`src/rtl/multicycle_control_pkg.sv`:
```
// Shared encodings for the multicycle control FSM and its opcode classifier.
package multicycle_control_pkg;

   typedef enum logic [2:0] {
      S_FETCH  = 3'd0,
      S_DECODE = 3'd1,
      S_EXEC   = 3'd2,
      S_MEM    = 3'd3,
      S_WB     = 3'd4,
      S_FAULT  = 3'd7
   } state_t;

   typedef enum logic [3:0] {
      CL_RTYPE,
      CL_JR,
      CL_J,
      CL_JAL,
      CL_BEQ,
      CL_BNE,
      CL_IARITH,
      CL_LW,
      CL_SW,
      CL_ILLEGAL
   } instr_class_t;

   localparam logic [5:0] OP_RTYPE     = 6'h00;
   localparam logic [5:0] OP_J         = 6'h02;
   localparam logic [5:0] OP_JAL       = 6'h03;
   localparam logic [5:0] OP_BEQ       = 6'h04;
   localparam logic [5:0] OP_BNE       = 6'h05;
   localparam logic [5:0] OP_IARITH_LO = 6'h08;
   localparam logic [5:0] OP_IARITH_HI = 6'h0F;
   localparam logic [5:0] OP_LW        = 6'h23;
   localparam logic [5:0] OP_SW        = 6'h2B;
   localparam logic [5:0] FUNCT_JR     = 6'h08;

endpackage

```
`src/rtl/multicycle_control_if.sv`:
```
// Instruction/memory inputs and datapath control outputs of the multicycle controller.
interface multicycle_control_if;
   logic [5:0]  opcode;
   logic [5:0]  funct;
   logic        mem_ready;
   logic        ir_write;
   logic        pc_write;
   logic        branch;
   logic        nbranch;
   logic        jmp;
   logic        jal;
   logic        jrn;
   logic        reg_write;
   logic        mem_read;
   logic        mem_write;
   logic        illegal;
   logic        fault;
   logic [2:0]  state;
   logic [31:0] instr_count;

   modport master (
      output opcode, funct, mem_ready,
      input  ir_write, pc_write, branch, nbranch, jmp, jal, jrn,
      input  reg_write, mem_read, mem_write, illegal, fault, state, instr_count
   );

   modport slave (
      input  opcode, funct, mem_ready,
      output ir_write, pc_write, branch, nbranch, jmp, jal, jrn,
      output reg_write, mem_read, mem_write, illegal, fault, state, instr_count
   );
endinterface

```
`src/rtl/multicycle_control_opclass.sv`:
```
// Maps a captured opcode/funct pair onto the instruction class driving the FSM.
module multicycle_opclass
   import multicycle_control_pkg::*;
(
   input  logic [5:0]   opcode_i,
   input  logic [5:0]   funct_i,
   output instr_class_t class_o
);

   always_comb begin
      class_o = CL_ILLEGAL;
      case (opcode_i)
         OP_RTYPE: class_o = (funct_i == FUNCT_JR) ? CL_JR : CL_RTYPE;
         OP_J:     class_o = CL_J;
         OP_JAL:   class_o = CL_JAL;
         OP_BEQ:   class_o = CL_BEQ;
         OP_BNE:   class_o = CL_BNE;
         OP_LW:    class_o = CL_LW;
         OP_SW:    class_o = CL_SW;
         default: begin
            if (opcode_i >= OP_IARITH_LO && opcode_i <= OP_IARITH_HI) class_o = CL_IARITH;
         end
      endcase
   end

endmodule

```
`src/rtl/multicycle_control.sv`:
```
// Multicycle MIPS-style control FSM. Define MULTICYCLE_MEM_WAIT_EN to make FETCH/MEM
// wait on mem_ready with a WAIT_LIMIT timeout into a sticky FAULT state.
module multicycle_control
   import multicycle_control_pkg::*;
#(
   parameter int unsigned WAIT_LIMIT = 15
) (
   input logic                 clock,
   input logic                 reset,
   multicycle_control_if.slave bus
);

   state_t       state_q, state_d;
   logic [5:0]   op_q, op_d, funct_q, funct_d;
   logic [31:0]  count_q, count_d;
   instr_class_t cls;
   logic         mem_done, wait_expired;
   logic         ir_write_c, pc_write_c, branch_c, nbranch_c, jmp_c, jal_c, jrn_c;
   logic         reg_write_c, mem_read_c, mem_write_c, illegal_c;

   multicycle_opclass u_opclass (
      .opcode_i (op_q),
      .funct_i  (funct_q),
      .class_o  (cls)
   );

`ifdef MULTICYCLE_MEM_WAIT_EN
   localparam int WCW = $clog2(WAIT_LIMIT + 1);
   logic [WCW-1:0] wait_q, wait_d;

   assign mem_done     = bus.mem_ready;
   assign wait_expired = !bus.mem_ready && (wait_q == WCW'(WAIT_LIMIT - 1));
   // Counter only advances while parked in FETCH/MEM; any state change restarts it.
   assign wait_d = ((state_q == S_FETCH || state_q == S_MEM) && !bus.mem_ready &&
                    state_d == state_q) ? wait_q + 1'b1 : '0;

   always_ff @(posedge clock or negedge reset) begin
      if (!reset) wait_q <= '0;
      else        wait_q <= wait_d;
   end

   assign bus.fault = (state_q == S_FAULT);
`else
   logic unused_mem_ready;
   assign unused_mem_ready = bus.mem_ready;
   assign mem_done         = 1'b1;
   assign wait_expired     = 1'b0;
   assign bus.fault        = 1'b0;
`endif

   always_ff @(posedge clock or negedge reset) begin
      if (!reset) begin
         state_q <= S_FETCH;
         op_q    <= '0;
         funct_q <= '0;
         count_q <= '0;
      end else begin
         state_q <= state_d;
         op_q    <= op_d;
         funct_q <= funct_d;
         count_q <= count_d;
      end
   end

   always_comb begin
      state_d     = state_q;
      op_d        = op_q;
      funct_d     = funct_q;
      count_d     = count_q;
      ir_write_c  = 1'b0;
      pc_write_c  = 1'b0;
      branch_c    = 1'b0;
      nbranch_c   = 1'b0;
      jmp_c       = 1'b0;
      jal_c       = 1'b0;
      jrn_c       = 1'b0;
      reg_write_c = 1'b0;
      mem_read_c  = 1'b0;
      mem_write_c = 1'b0;
      illegal_c   = 1'b0;

      case (state_q)
         S_FETCH: begin
            ir_write_c = 1'b1;
            pc_write_c = 1'b1;
            mem_read_c = 1'b1;
            if (mem_done) begin
               op_d    = bus.opcode;
               funct_d = bus.funct;
               state_d = S_DECODE;
            end else if (wait_expired) begin
               state_d = S_FAULT;
            end
         end
         S_DECODE: begin
            if (cls == CL_ILLEGAL) begin
               illegal_c = 1'b1;
               state_d   = S_FETCH;
            end else begin
               state_d = S_EXEC;
            end
         end
         S_EXEC: begin
            case (cls)
               CL_RTYPE, CL_IARITH: state_d = S_WB;
               CL_LW, CL_SW:        state_d = S_MEM;
               CL_JR:  begin jrn_c = 1'b1; pc_write_c = 1'b1; state_d = S_FETCH; end
               CL_J:   begin jmp_c = 1'b1; pc_write_c = 1'b1; state_d = S_FETCH; end
               CL_JAL: begin
                  jal_c       = 1'b1;
                  pc_write_c  = 1'b1;
                  reg_write_c = 1'b1;
                  state_d     = S_FETCH;
               end
               CL_BEQ: begin branch_c  = 1'b1; state_d = S_FETCH; end
               CL_BNE: begin nbranch_c = 1'b1; state_d = S_FETCH; end
               default: state_d = S_FETCH;
            endcase
         end
         S_MEM: begin
            if (cls == CL_SW) mem_write_c = 1'b1;
            else              mem_read_c  = 1'b1;
            if (mem_done)          state_d = (cls == CL_LW) ? S_WB : S_FETCH;
            else if (wait_expired) state_d = S_FAULT;
         end
         S_WB: begin
            reg_write_c = 1'b1;
            state_d     = S_FETCH;
         end
         S_FAULT: state_d = S_FAULT;
         default: state_d = S_FETCH;
      endcase

      // Only completed instructions retire; illegal opcodes leave from DECODE.
      if (state_d == S_FETCH && (state_q == S_EXEC || state_q == S_MEM || state_q == S_WB))
         count_d = count_q + 32'd1;
   end

   // Strobes are gated by reset so they drop the instant reset asserts.
   assign bus.ir_write    = ir_write_c  & reset;
   assign bus.pc_write    = pc_write_c  & reset;
   assign bus.branch      = branch_c    & reset;
   assign bus.nbranch     = nbranch_c   & reset;
   assign bus.jmp         = jmp_c       & reset;
   assign bus.jal         = jal_c       & reset;
   assign bus.jrn         = jrn_c       & reset;
   assign bus.reg_write   = reg_write_c & reset;
   assign bus.mem_read    = mem_read_c  & reset;
   assign bus.mem_write   = mem_write_c & reset;
   assign bus.illegal     = illegal_c   & reset;
   assign bus.state       = state_q;
   assign bus.instr_count = count_q;

endmodule

```
`src/flat_wrapper.sv`:
```
// flat-port wrapper written by rule: the top's interface ports become plain ports
module multicycle_control_flat import multicycle_control_pkg::*;
#(
   parameter int unsigned WAIT_LIMIT = 15
)
  (clock, reset, bus_opcode, bus_funct, bus_mem_ready, bus_ir_write, bus_pc_write, bus_branch, bus_nbranch, bus_jmp, bus_jal, bus_jrn, bus_reg_write, bus_mem_read, bus_mem_write, bus_illegal, bus_fault, bus_state, bus_instr_count);
  multicycle_control_if bus_i ();
  input logic clock;
  input logic reset;
  input wire logic [$bits(bus_i.opcode)-1:0] bus_opcode;
  input wire logic [$bits(bus_i.funct)-1:0] bus_funct;
  input wire logic [$bits(bus_i.mem_ready)-1:0] bus_mem_ready;
  output wire logic [$bits(bus_i.ir_write)-1:0] bus_ir_write;
  output wire logic [$bits(bus_i.pc_write)-1:0] bus_pc_write;
  output wire logic [$bits(bus_i.branch)-1:0] bus_branch;
  output wire logic [$bits(bus_i.nbranch)-1:0] bus_nbranch;
  output wire logic [$bits(bus_i.jmp)-1:0] bus_jmp;
  output wire logic [$bits(bus_i.jal)-1:0] bus_jal;
  output wire logic [$bits(bus_i.jrn)-1:0] bus_jrn;
  output wire logic [$bits(bus_i.reg_write)-1:0] bus_reg_write;
  output wire logic [$bits(bus_i.mem_read)-1:0] bus_mem_read;
  output wire logic [$bits(bus_i.mem_write)-1:0] bus_mem_write;
  output wire logic [$bits(bus_i.illegal)-1:0] bus_illegal;
  output wire logic [$bits(bus_i.fault)-1:0] bus_fault;
  output wire logic [$bits(bus_i.state)-1:0] bus_state;
  output wire logic [$bits(bus_i.instr_count)-1:0] bus_instr_count;
  assign bus_i.opcode = bus_opcode;
  assign bus_i.funct = bus_funct;
  assign bus_i.mem_ready = bus_mem_ready;
  assign bus_ir_write = bus_i.ir_write;
  assign bus_pc_write = bus_i.pc_write;
  assign bus_branch = bus_i.branch;
  assign bus_nbranch = bus_i.nbranch;
  assign bus_jmp = bus_i.jmp;
  assign bus_jal = bus_i.jal;
  assign bus_jrn = bus_i.jrn;
  assign bus_reg_write = bus_i.reg_write;
  assign bus_mem_read = bus_i.mem_read;
  assign bus_mem_write = bus_i.mem_write;
  assign bus_illegal = bus_i.illegal;
  assign bus_fault = bus_i.fault;
  assign bus_state = bus_i.state;
  assign bus_instr_count = bus_i.instr_count;
  multicycle_control #(.WAIT_LIMIT(WAIT_LIMIT)) u_core (.clock(clock), .reset(reset), .bus(bus_i));
endmodule
```
`config.mk`:
```
export PLATFORM = sky130hd
export DESIGN_NAME = multicycle_control_flat
export DESIGN_NICKNAME = d
export VERILOG_FILES = /design/src/rtl/multicycle_control_pkg.sv /design/src/rtl/multicycle_control_if.sv /design/src/rtl/multicycle_control_opclass.sv /design/src/rtl/multicycle_control.sv /design/src/flat_wrapper.sv
export SDC_FILE = /design/constraint.sdc
export NUM_CORES = 1
export LEC_CHECK = 0
export ABC_AREA = 1
export CAP_MARGIN = 20
export CORE_MARGIN = 3
export CORE_UTILIZATION = 56
export CTS_BUF_LIST = sky130_fd_sc_hd__clkbuf_16
export CTS_CLUSTER_DIAMETER = 60
export DETAILED_ROUTE_END_ITERATION = 8
export GPL_TIMING_DRIVEN = 0
export PLACE_DENSITY = 0.86
export SETUP_SLACK_MARGIN = 0.05
export SYNTH_ARGS = -nofsm -noshare
export SYNTH_HDL_FRONTEND = slang
export SYNTH_SLANG_ARGS = --single-unit
```
`constraint.sdc`:
```
create_clock -name clock -period 2.82 [get_ports clock]
set_input_delay 0.564 -clock clock [delete_from_list [all_inputs] [get_ports clock]]
set_output_delay 0.564 -clock clock [all_outputs]
set_load 0.005 [all_outputs]
```
-- After elaboration in Yosys (flattened, before gate mapping)
Index checks and enable logic that the tools add are counted.
- add/sub/neg operators: 1
- $mul: 0
- divide/modulo/power cells: 0
- order comparisons: 2
- equal/unequal tests: 21
- shift-type cells: 0
- multiplexer cells: 27
- bitwise gates (word level): 11
- reduce and logical (&&, ||, !) cells: 11
- operators by type and width (operator ; number):
    32-bit by 1-bit adder with 32-bit output (second input constant) ; 1
    4-bit case mux with 7 select lines ; 1
    1-bit 2-to-1 mux ; 18
    4-bit by 3-bit equality test with 1-bit output (second input constant) ; 4
    3-bit case mux with 5 select lines ; 1
    6-bit by 2-bit equality test with 1-bit output (second input constant) ; 2
    6-bit by 3-bit equality test with 1-bit output (second input constant) ; 2
    6-bit equality test (second input constant) ; 2
    1-bit bitwise AND ; 11
    4-bit by 2-bit equality test with 1-bit output (second input constant) ; 2
    4-bit equality test (second input constant) ; 2
    3-bit by 2-bit equality test with 1-bit output (second input constant) ; 2
    3-bit equality test (second input constant) ; 2
    6-bit by 4-bit equality test with 1-bit output (second input constant) ; 1
    6-bit by 4-bit >= comparator with 1-bit output (second input constant) ; 1
    6-bit by 4-bit less-or-equal comparator with 1-bit output (second input constant) ; 1
    3-bit logical NOT ; 2
    6-bit logical NOT ; 1
    1-bit case mux with 2 select lines ; 3
    3-bit case mux with 2 select lines ; 1
    4-bit by 1-bit equality test with 1-bit output (second input constant) ; 1
    4-bit logical NOT ; 1
    4-bit 2-to-1 mux ; 1
    2-bit OR reduction ; 2
    other kinds (6) ; 8
- register bits: 47
- latch bits: 0
- RAM bits: 0
- memory bits (read-only): 0
- input bits: 15
- output and inout bits: 47
- word-level logic and storage cells: 77
- memories kept: 0

-- Logic depth before layout (Yosys ltp)
- word-level depth: 10
- gate-level depth with buffers: 14
- gate-level depth less buffers: 13

-- Hierarchy
A second synthesis with hierarchy kept.
- cell total of the unflattened synthesis: 453
- area total of the unflattened synthesis: 3178.0 µm²
- by module, submodules not included (module ; times used ; cells an instance ; area an instance (µm²) ; sequential area each (µm²)):
    multicycle_control ; 1 ; 417 ; 2997.9 ; 1176.1
    multicycle_opclass ; 1 ; 36 ; 180.2 ; 0.0

-- Worst setup path before layout
No wires, ideal clock.
- path type: reg-to-output
- from: reg u_core.state_q[1] (netlist: u_core.bus.state[1])
- to: out bus_mem_read
- data arrival time: 1330 ps
- required time: 2256 ps
- slack: 926 ps
- cell stages (with the launch flop): 6
- buffers on the path: 2
- cell sequence: dfrtp_1 -> inv_1 -> nand2_1 -> clkbuf_1 -> clkbuf_1 -> o22ai_1
- longest elaborated chain between the ends: 3
- elaborated cells between the ends (all ways): 4
- classes of those cells: 1 x eq/ne; 1 x mux; 1 x bitwise; 1 x reduce/logical
- RTL lines (item ; line ; RTL):
    start, declared ; multicycle_control.sv:13 ; state_t state_q, state_d;
    start signal, assigned ; multicycle_control.sv:58 ; state_q <= state_d;
    3-bit by 2-bit equality test with 1-bit output or 3-bit logical NOT (tied branches) ; multicycle_control.sv:82 ; case (state_q)
    1-bit case mux with 2 select lines * ; multicycle_control.sv:82 ;
    1-bit bitwise AND * ; multicycle_control.sv:148 ; assign bus.mem_read = mem_read_c & reset;
    end, declared ; flat_wrapper.sv:21 ; output wire logic [$bits(bus_i.mem_read)-1:0] bus_mem_read;
Every way passes the cells marked *; elsewhere a longest branch is shown, timed or not.

-- Worst setup path after layout
- from: reg u_core.op_q[3]
- to: out bus_jmp
- longest elaborated chain between the ends: 8
- elaborated cells between the ends (all ways): 16
- classes of those cells: 2 x order compare; 7 x eq/ne; 4 x mux; 1 x bitwise; 2 x reduce/logical
- RTL lines (item ; line ; RTL):
    start, declared ; multicycle_control.sv:14 ; logic [5:0] op_q, op_d, funct_q, funct_d;
    start signal, assigned ; multicycle_control.sv:59 ; op_q <= op_d;
    6-bit by 4-bit >= comparator with 1-bit output or 6-bit by 4-bit less-or-equal comparator with 1-bit output (tied branches) ; multicycle_control_opclass.sv:21 ; if (opcode_i >= OP_IARITH_LO && opcode_i <= OP_IARITH_HI) class_o = CL_IARITH;
    1-bit logical AND ; multicycle_control_opclass.sv:21 ;
    4-bit 2-to-1 mux ; multicycle_control_opclass.sv:21 ;
    4-bit case mux with 7 select lines * ; multicycle_control_opclass.sv:12 ; case (opcode_i)
    4-bit by 2-bit equality test with 1-bit output * ; multicycle_control.sv:104 ; case (cls)
    1-bit 2-to-1 mux * ; multicycle_control.sv:104 ;
    1-bit 2-to-1 mux * ; multicycle_control.sv:82 ;
    1-bit bitwise AND * ; multicycle_control.sv:144 ; assign bus.jmp = jmp_c & reset;
    end, declared ; flat_wrapper.sv:17 ; output wire logic [$bits(bus_i.jmp)-1:0] bus_jmp;
Marked as above.

==> out/metrics.cfg <==
[status]
status=finished clean

[setup_path]
r2r-start=u_core.op_q[3]
cp.required_ns=2.26
crit_path_end_kind=output port
crit_arrival_ns=2.25
criticalPathCategory=register to output port
crit_family=simple AND/OR/NAND/NOR gates
cp_slowest_cell=clkdlybuf4s50_1
path_cells=nor2_4 > nand3_1 > nand2_1 > nor2_2 > nor4_1 > clkdlybuf4s50_1
startpoint=u_core.op_q[3]
cp.buffers_inverters=1
max_stage_delay_ns=0.55
r2r_setup_slack_ns=0.74
worstPathMaxFanout=4
startpoint_type=register

[synth]
synth_common_cells=nand2_1 (125), dfrtp_1 (47), nor2_1 (45)
yosysUniqueCellTypes=32
yosysSeqAreaShare_pct=39.0
synth_top_family_by_area=simple AND/OR/NAND/NOR gates
syn_area_um2=3020
synth-async-reset-ratio_pct=100
synth_edf_count=0
synth_xor_area_share_pct=8.71
yosys.area_share.simple_pct=39.1
synthAdderAreaFrac_pct=0.415
synth_ff_type=dfrtp_1
yosysWarnings=0
yosysMostFrequentCell=nand2_1
ys_ff_latch=47
synth.avg_cell_area_um2=7.45
synth_mux_area_share_pct=2.61
synth_compound_area_share_pct=2.82
synth.largest_area_cell=dfrtp_1
syn_inst=405
syn_nets=421
synth_top_area_share_pct=39.0
synthTopCellsByArea=dfrtp_1 (39%), nand2_1 (16%), nand4_1 (8.3%), nor2_1 (5.6%), xor2_1 (5.2%)

[detailed_routing]
final_antenna_net_count=0
wirelength_um=8790
vias_per_cell=5.79
firstDrtPassIters=5
drt_iter0_drc=211
wire_per_inst_um=16.0
drc=0
route.vias.total=3179

[clocking]
htreeDepth=2
cts_tree=built
path_clk_slew_ns=0.07
clock_latency_ns=0.29
cts-buffers-inserted=5
holdBufCountCts=0
clock_sinks=47
clockBufferDepth=2
cts-root-buf=clkbuf_16

[power]
vdd_drop_max_mv=0.443
leakage_nw=1.86
powerDensity_nw_per_um2=666

[layout]
n_antenna_cell=0
area_delta_synth_final_pct=33.6
n_fill_cell=367
seq_area_um2=1180
utilization_pct=77.9
layout-drive-gt1-share_pct=13.8
nNetsFinal=494
multi_input_area_um2=1710
stdcell_area_um2=4030

[floorplanning]
start_util_pct=58.3
rows=26
core_area_um2=5170
die_area_um2=6300
ios=62
die_w_um=79.4
die_y_um=79.4

[timing]
report.final.slew_viol_count=0
worst_pin_slew_ns=0.605
finalHoldViolCount=0
fin_crit_ns=2.81
layout_setup_ws_ns=0.0102
finalSetupTns_ns=0
setup_viol=0
fmax_ghz=0.356
maxSlewHeadroom_pct=59.4
finalCritPeriodShare_pct=99.6
finalClockSkew_ns=0.00567

[min_path]
timing.hold.worst.class=input pin to asynchronous set/reset pin

[placement]
port_buffers=59
dp_hpwl_um=6180
dpl_worst_slack_ns=-0.273
gp_congestion=0.954
place_area_um2=3710

[global_route]
grt_overflow=0
antenna_found_initial=0
grt_max_degree=32
grtUsageTotal_pct=26.8
grt_pass1_vias=2842
grt_first_pass_wirelength_um=13500

[flow_run]
maxCapViolCount=0

[repair_timing]
item                                    CTS  global route
setup buffers                             1             5
endpoints found under the setup margin    8             5
resized for setup                         9            24
pin swaps                                 3             4
cloned                                    0             1
hold endpoints to repair                  0             0
[stage by stage]
stage	cells	hold WS, ns	total power, mW
floorplan	405	0.268	1.58
global placement	534	0.489	1.87
detailed placement	535	0.496	1.93
CTS	543	0.118	2.52
global route	549	0.135	2.83
finish	549	0.127	2.68
[logic make-up (layout without fill, tap and decap cells)]
kind of cell	Yosys count	after routing
and+or+nand+nor	258	258
DFF	47	47
buffers and inverters	47	121
xor gates and xnor gates	30	30
AOI/OAI and AO/OA	14	14
muxes	7	7
adders and majority gates	1	1
other	1	1
[worst reg2reg max path, delay by kind of cell (launching register included)]
kind | cells | cell delay (ns)
AND/OR/NAND/NOR | 11 | 1.01
buffers and inverters | 3 | 0.53
flip-flops | 1 | 0.42
[path summary, 6_finish.rpt]
check	endpoint	cells past startpoint
worst max-delay path	bus_jmp	6
worst min-delay path	u_core.bus.instr_count[18]	1
worst max register to register	u_core.bus.instr_count[20]	14
worst min register to register	u_core.funct_q[1]	1
max in group asynchronous	u_core.bus.instr_count[20]	2
min in group clock	u_core.funct_q[1]	1
[power breakdown]
part | total, mW | internal [mW] | switching, mW
clock | 0.578 | 0.324 | 0.254
combinational | 1.16 | 0.440 | 0.724
sequential | 0.942 | 0.801 | 0.141
[sequential cells by signal (all words and copies together), names as in the netlist]
| register | flops |
|---|---|
| u_core.bus.state | 3 |
| u_core.bus.instr_count | 32 |
| u_core.op_q | 6 |
| u_core.funct_q | 6 |
[metal layers]
metal / vias to the layer above / share of wire (%) / GRT usage, %
met4: 0 / 1.1 / 4.64
met3: 15 / 8.7 / 3.95
met2: 178 / 49 / 44.6
li1: 1483 / - / -
met5: - / 0 / 0
met1: 1503 / 41 / 37.7
[area by class of cell]
| cell class | instances | share of cell area, % |
|---|---|---|
| buffer | 14 | 2.33 |
| clock buffer | 5 | 3.11 |
| clock inverter | 3 | 0.404 |
| inverter | 32 | 2.98 |
| multi-input combinational | 311 | 42.5 |
| sequential | 47 | 29.3 |
| tap | 70 | 2.17 |
| timing repair buffer | 67 | 17.2 |
[placed cells by master (no fill, tap or decap), types with 12 or more instances in the layout]
| cell type | synthesis | layout |
|---|---|---|
| xnor2_1 | 12 | 12 |
| nor3_1 | 20 | 19 |
| inv_1 | 27 | 27 |
| clkdlybuf4s50_1 | 0 | 56 |
| dfrtp_1 | 47 | 45 |
| nand4_1 | 40 | 40 |
| nor2_1 | 45 | 39 |
| xor2_1 | 18 | 18 |
| nand2_1 | 125 | 121 |
No activity file was read; power rests on OpenSTA's default activity.
